File: src/rtl/turn_arbiter.sv
// Two-player turn arbiter: hands the shared load resource to player 1 and player 2
// in strict alternation once login access is granted, with a per-turn timeout and a fixed round count.
module turn_arbiter #(
    parameter logic [7:0] TIMEOUT = 8'd200,
    parameter logic [3:0] ROUNDS  = 4'd5
) (
    input  logic       CLK,
    input  logic       RST,
    input  logic       access_ok,
    input  logic       req_1,
    input  logic       req_2,
    output logic       load_1,
    output logic       load_2,
    output logic       turn_1,
    output logic       turn_2,
    output logic       timeout,
    output logic [3:0] round_cnt,
    output logic       game_done,
    output logic [1:0] state
);

    typedef enum logic [1:0] {
        IDLE    = 2'b00,
        P1_TURN = 2'b01,
        P2_TURN = 2'b10,
        DONE    = 2'b11
    } state_t;

    state_t     state_d,     state_q;
    logic [7:0] timer_d,     timer_q;
    logic [3:0] round_cnt_d, round_cnt_q;
    logic       load_1_d,    load_1_q;
    logic       load_2_d,    load_2_q;
    logic       turn_1_d,    turn_1_q;
    logic       turn_2_d,    turn_2_q;
    logic       timeout_d,   timeout_q;
    logic       game_done_d, game_done_q;

    logic       turn_expired_s;
    logic [3:0] round_inc_s;

    // Next-state and next-output logic; turn LEDs always track the state being entered.
    always_comb begin
        state_d        = state_q;
        timer_d        = timer_q;
        round_cnt_d    = round_cnt_q;
        load_1_d       = 1'b0;
        load_2_d       = 1'b0;
        turn_1_d       = 1'b0;
        turn_2_d       = 1'b0;
        timeout_d      = 1'b0;
        game_done_d    = game_done_q;
        turn_expired_s = (timer_q == (TIMEOUT - 8'd1));
        round_inc_s    = round_cnt_q + 4'd1;

        case (state_q)
            IDLE: begin
                game_done_d = 1'b0;
                if (access_ok) begin
                    state_d  = P1_TURN;
                    timer_d  = 8'd0;
                    turn_1_d = 1'b1;
                end else begin
                    state_d  = IDLE;
                end
            end

            P1_TURN: begin
                // Losing access outranks any request arriving in the same cycle.
                if (!access_ok) begin
                    state_d     = IDLE;
                    timer_d     = 8'd0;
                    round_cnt_d = 4'd0;
                end else if (req_1) begin
                    load_1_d = 1'b1;
                    state_d  = P2_TURN;
                    timer_d  = 8'd0;
                    turn_2_d = 1'b1;
                end else if (turn_expired_s) begin
                    timeout_d = 1'b1;
                    state_d   = P2_TURN;
                    timer_d   = 8'd0;
                    turn_2_d  = 1'b1;
                end else begin
                    timer_d  = timer_q + 8'd1;
                    turn_1_d = 1'b1;
                end
            end

            P2_TURN: begin
                if (!access_ok) begin
                    state_d     = IDLE;
                    timer_d     = 8'd0;
                    round_cnt_d = 4'd0;
                end else if (req_2 || turn_expired_s) begin
                    load_2_d    = req_2;
                    timeout_d   = ~req_2;
                    timer_d     = 8'd0;
                    round_cnt_d = round_inc_s;
                    if (round_inc_s == ROUNDS) begin
                        state_d     = DONE;
                        game_done_d = 1'b1;
                    end else begin
                        state_d  = P1_TURN;
                        turn_1_d = 1'b1;
                    end
                end else begin
                    timer_d  = timer_q + 8'd1;
                    turn_2_d = 1'b1;
                end
            end

            DONE: begin
                state_d     = DONE;
                game_done_d = 1'b1;
            end

            default: begin
                state_d     = IDLE;
                timer_d     = 8'd0;
                round_cnt_d = 4'd0;
                game_done_d = 1'b0;
            end
        endcase
    end

    // State, timer and registered outputs with synchronous active-low reset.
    always_ff @(posedge CLK) begin
        if (!RST) begin
            state_q     <= IDLE;
            timer_q     <= 8'd0;
            round_cnt_q <= 4'd0;
            load_1_q    <= 1'b0;
            load_2_q    <= 1'b0;
            turn_1_q    <= 1'b0;
            turn_2_q    <= 1'b0;
            timeout_q   <= 1'b0;
            game_done_q <= 1'b0;
        end else begin
            state_q     <= state_d;
            timer_q     <= timer_d;
            round_cnt_q <= round_cnt_d;
            load_1_q    <= load_1_d;
            load_2_q    <= load_2_d;
            turn_1_q    <= turn_1_d;
            turn_2_q    <= turn_2_d;
            timeout_q   <= timeout_d;
            game_done_q <= game_done_d;
        end
    end

    assign load_1    = load_1_q;
    assign load_2    = load_2_q;
    assign turn_1    = turn_1_q;
    assign turn_2    = turn_2_q;
    assign timeout   = timeout_q;
    assign round_cnt = round_cnt_q;
    assign game_done = game_done_q;
    assign state     = state_q;

endmodule

File: config.mk
export PLATFORM = sky130hd
export DESIGN_NAME = turn_arbiter
export DESIGN_NICKNAME = d
export VERILOG_FILES = /design/src/rtl/turn_arbiter.sv
export SDC_FILE = /design/constraint.sdc
export NUM_CORES = 1
export LEC_CHECK = 0
export BUFFER_PORTS_ARGS = -buffer_cell sky130_fd_sc_hd__buf_4
export CORE_AREA = 2 2 56 58
export CTS_CLUSTER_DIAMETER = 100
export DETAILED_ROUTE_END_ITERATION = 12
export DIE_AREA = 0 0 58 60
export SLEW_MARGIN = 5
export SYNTH_ARGS = -nofsm -noshare
export SYNTH_HDL_FRONTEND = slang
export SYNTH_SLANG_ARGS = --single-unit
File: constraint.sdc
create_clock -name CLK -period 2.09 [get_ports CLK]
set_input_delay 0.418 -clock CLK [delete_from_list [all_inputs] [get_ports CLK]]
set_output_delay 0.418 -clock CLK [all_outputs]
set_load 0.02 [all_outputs]
==> results of run 1 <==
-- cell type report --
| type | count | area, sq um |
|---|---|---|
| Multi-Input combinational cell | 111 | 738 |
| Sequential cell | 20 | 400 |
| Tap cell | 33 | 41.3 |
| Timing Repair Buffer | 18 | 135 |
| Fill cell | 296 | 1530 |
| Inverter | 9 | 33.8 |
| Clock buffer | 3 | 22.5 |
-- path summary, 6_finish.rpt --
| path | from | slack (ps) | endpoint |
|---|---|---|---|
| min | req_1 | 390 | load_1 |
| max reg2reg | timer_q[0] | 220 | round_cnt[0] |
| max | timer_q[0] | 220 | round_cnt[0] |
| min reg2reg | timer_q[1] | 490 | timer_q[1] |
-- repair_timing --
action | in CTS | in global routing
setup endpoints to repair | 0 | 4
resized for setup | 0 | 1
endpoints found under the hold margin | 0 | 0
-- cells in the final DEF, fill, tap and decap left out, types with 3 or more instances in the layout --
cell type                   n
sky130_fd_sc_hd__dfxtp_1   20
sky130_fd_sc_hd__buf_4     18
sky130_fd_sc_hd__nand2_1   15
sky130_fd_sc_hd__nor2_1    15
sky130_fd_sc_hd__inv_1      9
sky130_fd_sc_hd__ha_1       9
sky130_fd_sc_hd__a21oi_1    8
sky130_fd_sc_hd__nand3_1    8
sky130_fd_sc_hd__o21ai_0    6
sky130_fd_sc_hd__nor2b_1    4
sky130_fd_sc_hd__xnor2_1    4
sky130_fd_sc_hd__nor3_1     4
sky130_fd_sc_hd__a211oi_1   3
sky130_fd_sc_hd__clkbuf_4   3
-- state kept, by name, summed over array words and instances (netlist names) --
register	cells
load_2	1
load_1	1
timeout	1
turn_2	1
game_done	1
timer_q	8
turn_1	1
round_cnt	4
state	2
-- metrics by stage --
step | power [uW] | hold slack [ps] | setup slack, ps | instances
4_1_cts | 691 | 376 | 147 | 194
5_1_grt | 719 | 366 | 103 | 194
3_5_place_dp | 504 | 477 | 143 | 191
6_report | 681 | 385 | 221 | 194
2_1_floorplan | 471 | 449 | 180 | 146
3_3_place_gp | 503 | 462 | 241 | 191
-- report_power, final --
group | internal [uW] | switching (uW) | leakage (uW) | total (uW)
clock network | 67.2 | 116 | 0.0000138 | 184
logic | 40.2 | 65.3 | 0.000366 | 105
registers | 387 | 4.71 | 0.000162 | 392
total | 494 | 186 | 0.000541 | 681
-- logic make-up (layout without fill, tap and decap cells) --
family	count (synthesis)	in the layout	share of synthesized area, %
simple gates	62	62	26.9
compound gates	34	34	19.6
flops	20	20	33.0
buf+inv	15	30	6.18
fa+ha+maj	9	9	9.28
xor+xnor	4	4	2.89
mux	2	2	2.16
-- worst reg2reg max path: cells and delay by family, from the launching register on --
family          cells  cell delay (ps)
compound gates      1              370
fa+ha+maj           1              250
flops               1              390
simple gates        3              530
mux                 1              220
-- metal layers --
layer | up-vias | GRT usage [%] | routed length [um]
met1 | 514 | 22.1 | 1290
li1 | 550 | - | -
met5 | - | 0 | 0
met2 | 24 | 26.3 | 1200
met3 | 5 | 3.03 | 105
met4 | 0 | 6.98 | 39
==> load_flow_metrics.sql, run 1 <==
INSERT INTO impl_metrics (metric_group, metric, value, unit) VALUES
('cells_and_area', 'antenna_cells_inserted', '0', ''),
('critical_path', 'critPathMaxFanout', '6', ''),
('global_route', 'grt_start_max_net_pins', '13', ''),
('critical_path', 'crit_buf_inv', '0', ''),
('global_route', 'grt_usage', '16.6', '%'),
('timing', 'setup_tns', '0', 'ps'),
('worst_hold_path', 'min_path_cells', '3', ''),
('critical_path', 'slowest_delay', '390', 'ps'),
('floorplan', 'pin_count', '17', ''),
('timing', 'fmaxAchievable', '535', 'MHz'),
('global_route', 'first_pass_grt_wire_length', '4410', 'um'),
('timing', 'final.setup_skew', '2.77', 'ps'),
('timing', 'final.min_clock_period', '1870', 'ps'),
('timing', 'relative_slew_slack', '71.9', '%'),
('critical_path', 'startpoint_type', 'flop', ''),
('detailed_routing', 'detail_route.wl_per_cell', '13.6', 'um'),
('floorplan', 'floorplan.die.height', '60', 'um'),
('logic_synthesis', 'seq_area_frac_synth', '33.0', '%'),
('logic_synthesis', 'post-synth-top-area-fraction', '33.0', '%'),
('logic_synthesis', 'synth.avg_cell_area', '8.31', 'sq um'),
('place', 'dp_hpwl', '2010', 'um'),
('detailed_routing', 'detail_route.vias_per_cell', '5.63', ''),
('detailed_routing', 'post-route-drc-count', '0', ''),
('logic_synthesis', 'synth_fp_nets', '160', ''),
('clock_network', 'clock_insertion_delay_worst_skew', '300', 'ps'),
('detailed_routing', 'ant_nets', '0', ''),
('clock_network', 'cts-htree-levels', '1', ''),
('logic_synthesis', 'area_contributors_post_synth', 'sky130_fd_sc_hd__dfxtp_1 33%, sky130_fd_sc_hd__ha_1 9.3%, sky130_fd_sc_hd__nand2_1 4.6%', ''),
('detailed_routing', 'postRouteWirelength', '2630', 'um'),
('critical_path', 'critical_path.top_delay_family', 'simple AND/OR/NAND/NOR gates', ''),
('critical_path', 'length_in_cells_of_the_worst_reg_to_reg_path', '6', ''),
('critical_path', 'slowest_stage', 'sky130_fd_sc_hd__dfxtp_1', ''),
('floorplan', 'core_region_area', '2900', 'sq um'),
('place', 'placedInstanceArea', '1350', 'sq um'),
('clock_network', 'post-cts-setup-buffer-count', '0', ''),
('logic_synthesis', 'synth_area_leader_cell', 'sky130_fd_sc_hd__dfxtp_1', ''),
('pwr', 'power_density', '496', 'nW/um^2'),
('clock_network', 'cts.reportedPaths.clkPinSlew', '110', 'ps'),
('floorplan', 'placement_rows', '20', ''),
('detailed_routing', 'initial_drt_markers', '27', ''),
('critical_path', 'timing.critical_path.required', '2280', 'ps'),
('clock_network', 'tritoncts.num_buffers', '3', ''),
('detailed_routing', 'detail_route.first_pass.iterations', '4', ''),
('critical_path', 'crit_cells', '6', ''),
('detailed_routing', 'routed-via-count', '1093', ''),
('place', 'portBuffers', '16', ''),
('worst_hold_path', 'min-delay-path-class', 'in2reg', ''),
('timing', 'finalHoldViolCount', '0', ''),
('timing', 'timing_max_transition_violations_final', '0', ''),
('logic_synthesis', 'netlist_top_cells_count', '20 x sky130_fd_sc_hd__dfxtp_1, 15 x sky130_fd_sc_hd__nand2_1, 15 x sky130_fd_sc_hd__nor2_1', ''),
('logic_synthesis', 'postSynthRegisterBits', '20', ''),
('logic_synthesis', 'yosysMostFrequentCell', 'sky130_fd_sc_hd__dfxtp_1', ''),
('critical_path', 'crit_arrival', '2060', 'ps'),
('cells_and_area', 'layout_utilization', '47.2', '%'),
('clock_network', 'tritoncts', 'done', ''),
('timing', 'grt_setup_unrepaired', 'false', ''),
('run', 'drv.max_cap_violation_count', '0', ''),
('place', 'gpl_wtd_cong', '0.797', ''),
('logic_synthesis', 'synth.distinct_cells', '42', ''),
('cells_and_area', 'layout-drive-gt1-share', '19.9', '%'),
('floorplan', 'initial_utilization', '41.8', '%'),
('cells_and_area', 'final_area', '1370', 'sq um'),
('logic_synthesis', 'ys_dominant_reg_cell', 'sky130_fd_sc_hd__dfxtp_1', ''),
('critical_path', 'setup.worst_path.end_class', 'flop', ''),
('clock_network', 'clock-sinks', '20', ''),
('timing', 'post-route-period-util', '89.4', '%'),
('logic_synthesis', 'yosys_warnings', '0', ''),
('pwr', 'ir_drop', '0.220', 'mV'),
('global_route', 'overflow', '0', ''),
('logic_synthesis', 'mappedNetlistArea', '1210', 'sq um'),
('outcome', 'run_status', 'finished clean', '');
(Power assumes the default switching activity.)
==> run 2, diff against run 1 <==
- CORE_AREA: 2 2 56 58 -> 5 5 59 61
- DIE_AREA: 0 0 58 60 -> 0 0 64 66
- clock period: 2.09 -> 2.1 ns (I/O delays scaled with it)
==> run 2 against run 1 <==
  * Critical endpoint unchanged
  * Utilization grew 0.15 points
  * Clock power up 23%
  * Clock-buffer cell count up 1
  * Setup slack got worse by 55 ps
  * Sequential power is essentially flat
  * Routed wire length rose by 1.8%
  * Flip-flop and latch count stayed put
  * Via count down 2.7%
  * First-iteration DRC count grew 48%
  * Non-clock buffer count unchanged
  * Largest cell class unchanged
  * Power increased by 5.9%
==> load_flow_metrics.sql, run 2 (synthesized netlist as in run 1, its figures left out) <==
INSERT INTO impl_metrics (metric_group, metric, value, unit) VALUES
('detailed_routing', 'ant_nets', '0', ''),
('critical_path', 'crit_buf_inv', '1', ''),
('pwr', 'p_comb_share', '14.5', '%'),
('detailed_routing', 'postRouteWirelength', '2680', 'um'),
('clock_network', 'cts-htree-levels', '1', ''),
('clock_network', 'clock_insertion_delay_worst_skew', '300', 'ps'),
('place', 'dp_hpwl', '2050', 'um'),
('detailed_routing', 'detail_route.vias_per_cell', '5.46', ''),
('critical_path', 'critical_path_class', 'reg2reg', ''),
('global_route', 'grt_start_max_net_pins', '13', ''),
('pwr', 'power_switching', '189', 'uW'),
('place', 'portBuffers', '16', ''),
('critical_path', 'critPathMostFrequentCell', 'sky130_fd_sc_hd__nor2_1', ''),
('critical_path', 'crit_chain', 'inv_1, ha_2, a21bo_2, nor2_1, nand2_1, mux2_2, nor2_1', ''),
('timing', 'timing_max_transition_violations_final', '0', ''),
('detailed_routing', 'routed-via-count', '1064', ''),
('floorplan', 'chipWidth', '64', 'um'),
('clock_network', 'cts.path.max_buffers', '2', ''),
('cells_and_area', 'commonest_non_fill_non_tap_cell_in_the_layout', 'sky130_fd_sc_hd__dfxtp_1', ''),
('clock_network', 'tritoncts', 'done', ''),
('timing', 'setup_tns', '0', 'ps'),
('run', 'drv.max_cap_violation_count', '0', ''),
('detailed_routing', 'detail_route.wl_per_cell', '13.7', 'um'),
('critical_path', 'crit_arrival', '2170', 'ps'),
('clock_network', 'cts.reportedPaths.clkPinSlew', '110', 'ps'),
('place', 'post-place-ws', '157', 'ps'),
('clock_network', 'post-cts-setup-buffer-count', '0', ''),
('floorplan', 'pin_count', '17', ''),
('clock_network', 'clock-sinks', '20', ''),
('pwr', 'intPower', '532', 'uW'),
('cells_and_area', 'layout-drive-gt1-share', '21.0', '%'),
('critical_path', 'setup.worst_path.end_class', 'flop', ''),
('pwr', 'sw_frac_of_total', '26.3', '%'),
('worst_hold_path', 'hp-start', 'req_1', ''),
('timing', 'relative_slew_slack', '72.8', '%'),
('timing', 'finalSetupViolations', '0', ''),
('pwr', 'leakage', '0.000548', 'uW'),
('critical_path', 'rr_startpoint', 'state[1]', ''),
('worst_hold_path', 'min-delay-path-class', 'in2reg', ''),
('timing', 'final.setup_skew', '6.32', 'ps'),
('pwr', 'power_density', '520', 'nW/um^2'),
('timing', 'worst_slack', '167', 'ps'),
('critical_path', 'critical_path.top_delay_family', 'flip-flops', ''),
('timing', 'fmaxAchievable', '517', 'MHz'),
('pwr', 'seqPwrFrac', '54.1', '%'),
('floorplan', 'die_area', '4220', 'sq um'),
('floorplan', 'initial_utilization', '41.5', '%'),
('global_route', 'overflow', '0', ''),
('critical_path', 'slowest_delay', '460', 'ps'),
('floorplan', 'placement_rows', '20', ''),
('critical_path', 'critPathMaxFanout', '9', ''),
('timing', 'grt_setup_unrepaired', 'false', ''),
('cells_and_area', 'flow.area_growth_from_synthesis', '14.3', '%'),
('clock_network', 'cts_hold_buffers', '0', ''),
('timing', 'final.min_clock_period', '1930', 'ps'),
('critical_path', 'startpoint_type', 'flop', ''),
('timing', 'hold_ws', '367', 'ps'),
('timing', 'post-route-period-util', '92.1', '%'),
('pwr', 'ir_drop', '0.310', 'mV'),
('detailed_routing', 'detail_route.first_pass.iterations', '4', ''),
('critical_path', 'slowest_stage', 'sky130_fd_sc_hd__dfxtp_1', ''),
('detailed_routing', 'post-route-drc-count', '0', ''),
('detailed_routing', 'initial_drt_markers', '40', ''),
('cells_and_area', 'flip_flop_count_of_the_largest_register_after_layout', '8', ''),
('clock_network', 'clk_root_buffer_cell', 'sky130_fd_sc_hd__clkbuf_4', ''),
('global_route', 'grt_antenna_before_repair', '0', ''),
('cells_and_area', 'filler_cells_inserted', '288', ''),
('cells_and_area', 'nets', '177', ''),
('cells_and_area', 'antenna_cells_inserted', '0', ''),
('cells_and_area', 'final_cell_mix', '20 x sky130_fd_sc_hd__dfxtp_1, 18 x sky130_fd_sc_hd__buf_4, 15 x sky130_fd_sc_hd__nand2_1, 15 x sky130_fd_sc_hd__nor2_1, 9 x sky130_fd_sc_hd__inv_1', ''),
('timing', 'worst_margin_pin_slew', '405', 'ps'),
('global_route', 'grt_usage', '13.6', '%'),
('cells_and_area', 'multi_input_comb_area', '741', 'sq um'),
('critical_path', 'timing.critical_path.required', '2340', 'ps'),
('floorplan', 'floorplan.die.height', '66', 'um'),
('global_route', 'via_count_of_the_first_global_routing_pass', '979', ''),
('outcome', 'run_status', 'finished clean', ''),
('global_route', 'first_pass_grt_wire_length', '4660', 'um'),
('cells_and_area', 'top_reg_by_flops', 'timer_q', ''),
('cells_and_area', 'area.sequential', '400', 'sq um'),
('pwr', 'share_clk_of_total_power', '31.5', '%'),
('critical_path', 'startpoint', 'state[1]', ''),
('place', 'gpl_wtd_cong', '0.844', ''),
('floorplan', 'core_region_area', '2930', 'sq um'),
('clock_network', 'tritoncts.num_buffers', '3', ''),
('timing', 'finalHoldViolCount', '0', '');
-- run 2: layout make-up --
type | count | area share [%]
inverters | 9 | 2.43
clock buffers | 4 | 2.61
multi-input cells | 111 | 53.4
flip-flops and latches | 20 | 28.9
repair buffers | 18 | 9.74
well taps | 33 | 2.98
-- run 2: stage by stage --
| step | cells | total power, uW | instance area, sq um | utilization, % |
|---|---|---|---|---|
| after floorplan | 146 | 469 | 1210 | - |
| after global placement | 191 | 500 | 1350 | 46.1 |
| after detailed placement | 191 | 501 | 1350 | 46.1 |
| after CTS | 195 | 728 | 1390 | 47.3 |
| after global routing | 195 | 762 | 1390 | 47.4 |
| final | 195 | 721 | 1390 | 47.4 |
-- run 2: tightest hold or removal path, delay by kind of cell --
family	cells	cell delay [ps]
simple gates	2	80
buf+inv	1	130
-- run 2: power groups by stage --
| stage | clock (uW) | combinational (uW) | sequential [uW] |
|---|---|---|---|
| 5_1_grt | 254 | 117 | 392 |
| 2_1_floorplan | 0 | 63.6 | 405 |
| 4_1_cts | 235 | 103 | 390 |
| 3_5_place_dp | 0 | 103 | 399 |
| 3_3_place_gp | 0 | 102 | 398 |
| 6_report | 227 | 104 | 390 |
-- run 2: path summary, 6_finish.rpt --
kind / cells after the start / slack (ps) / to
setup / recovery: 7 / 170 / round_cnt[0]
hold / removal: 3 / 370 / load_1
setup reg to reg: 7 / 170 / round_cnt[0]
hold reg to reg: 2 / 480 / timer_q[1]
-- run 2: layer usage --
layer	GRT usage, %	up-vias	wire, um
met2	19.1	23	1140
met3	2.55	2	149
met4	3.90	0	18
li1	-	548	-
met5	0	-	0
met1	20.8	491	1370
-- run 2: what timing repair did --
item / CTS / global route
gates resized for setup: 0 / 2
setup endpoints to repair: 0 / 4
endpoints found under the hold margin: 0 / 0
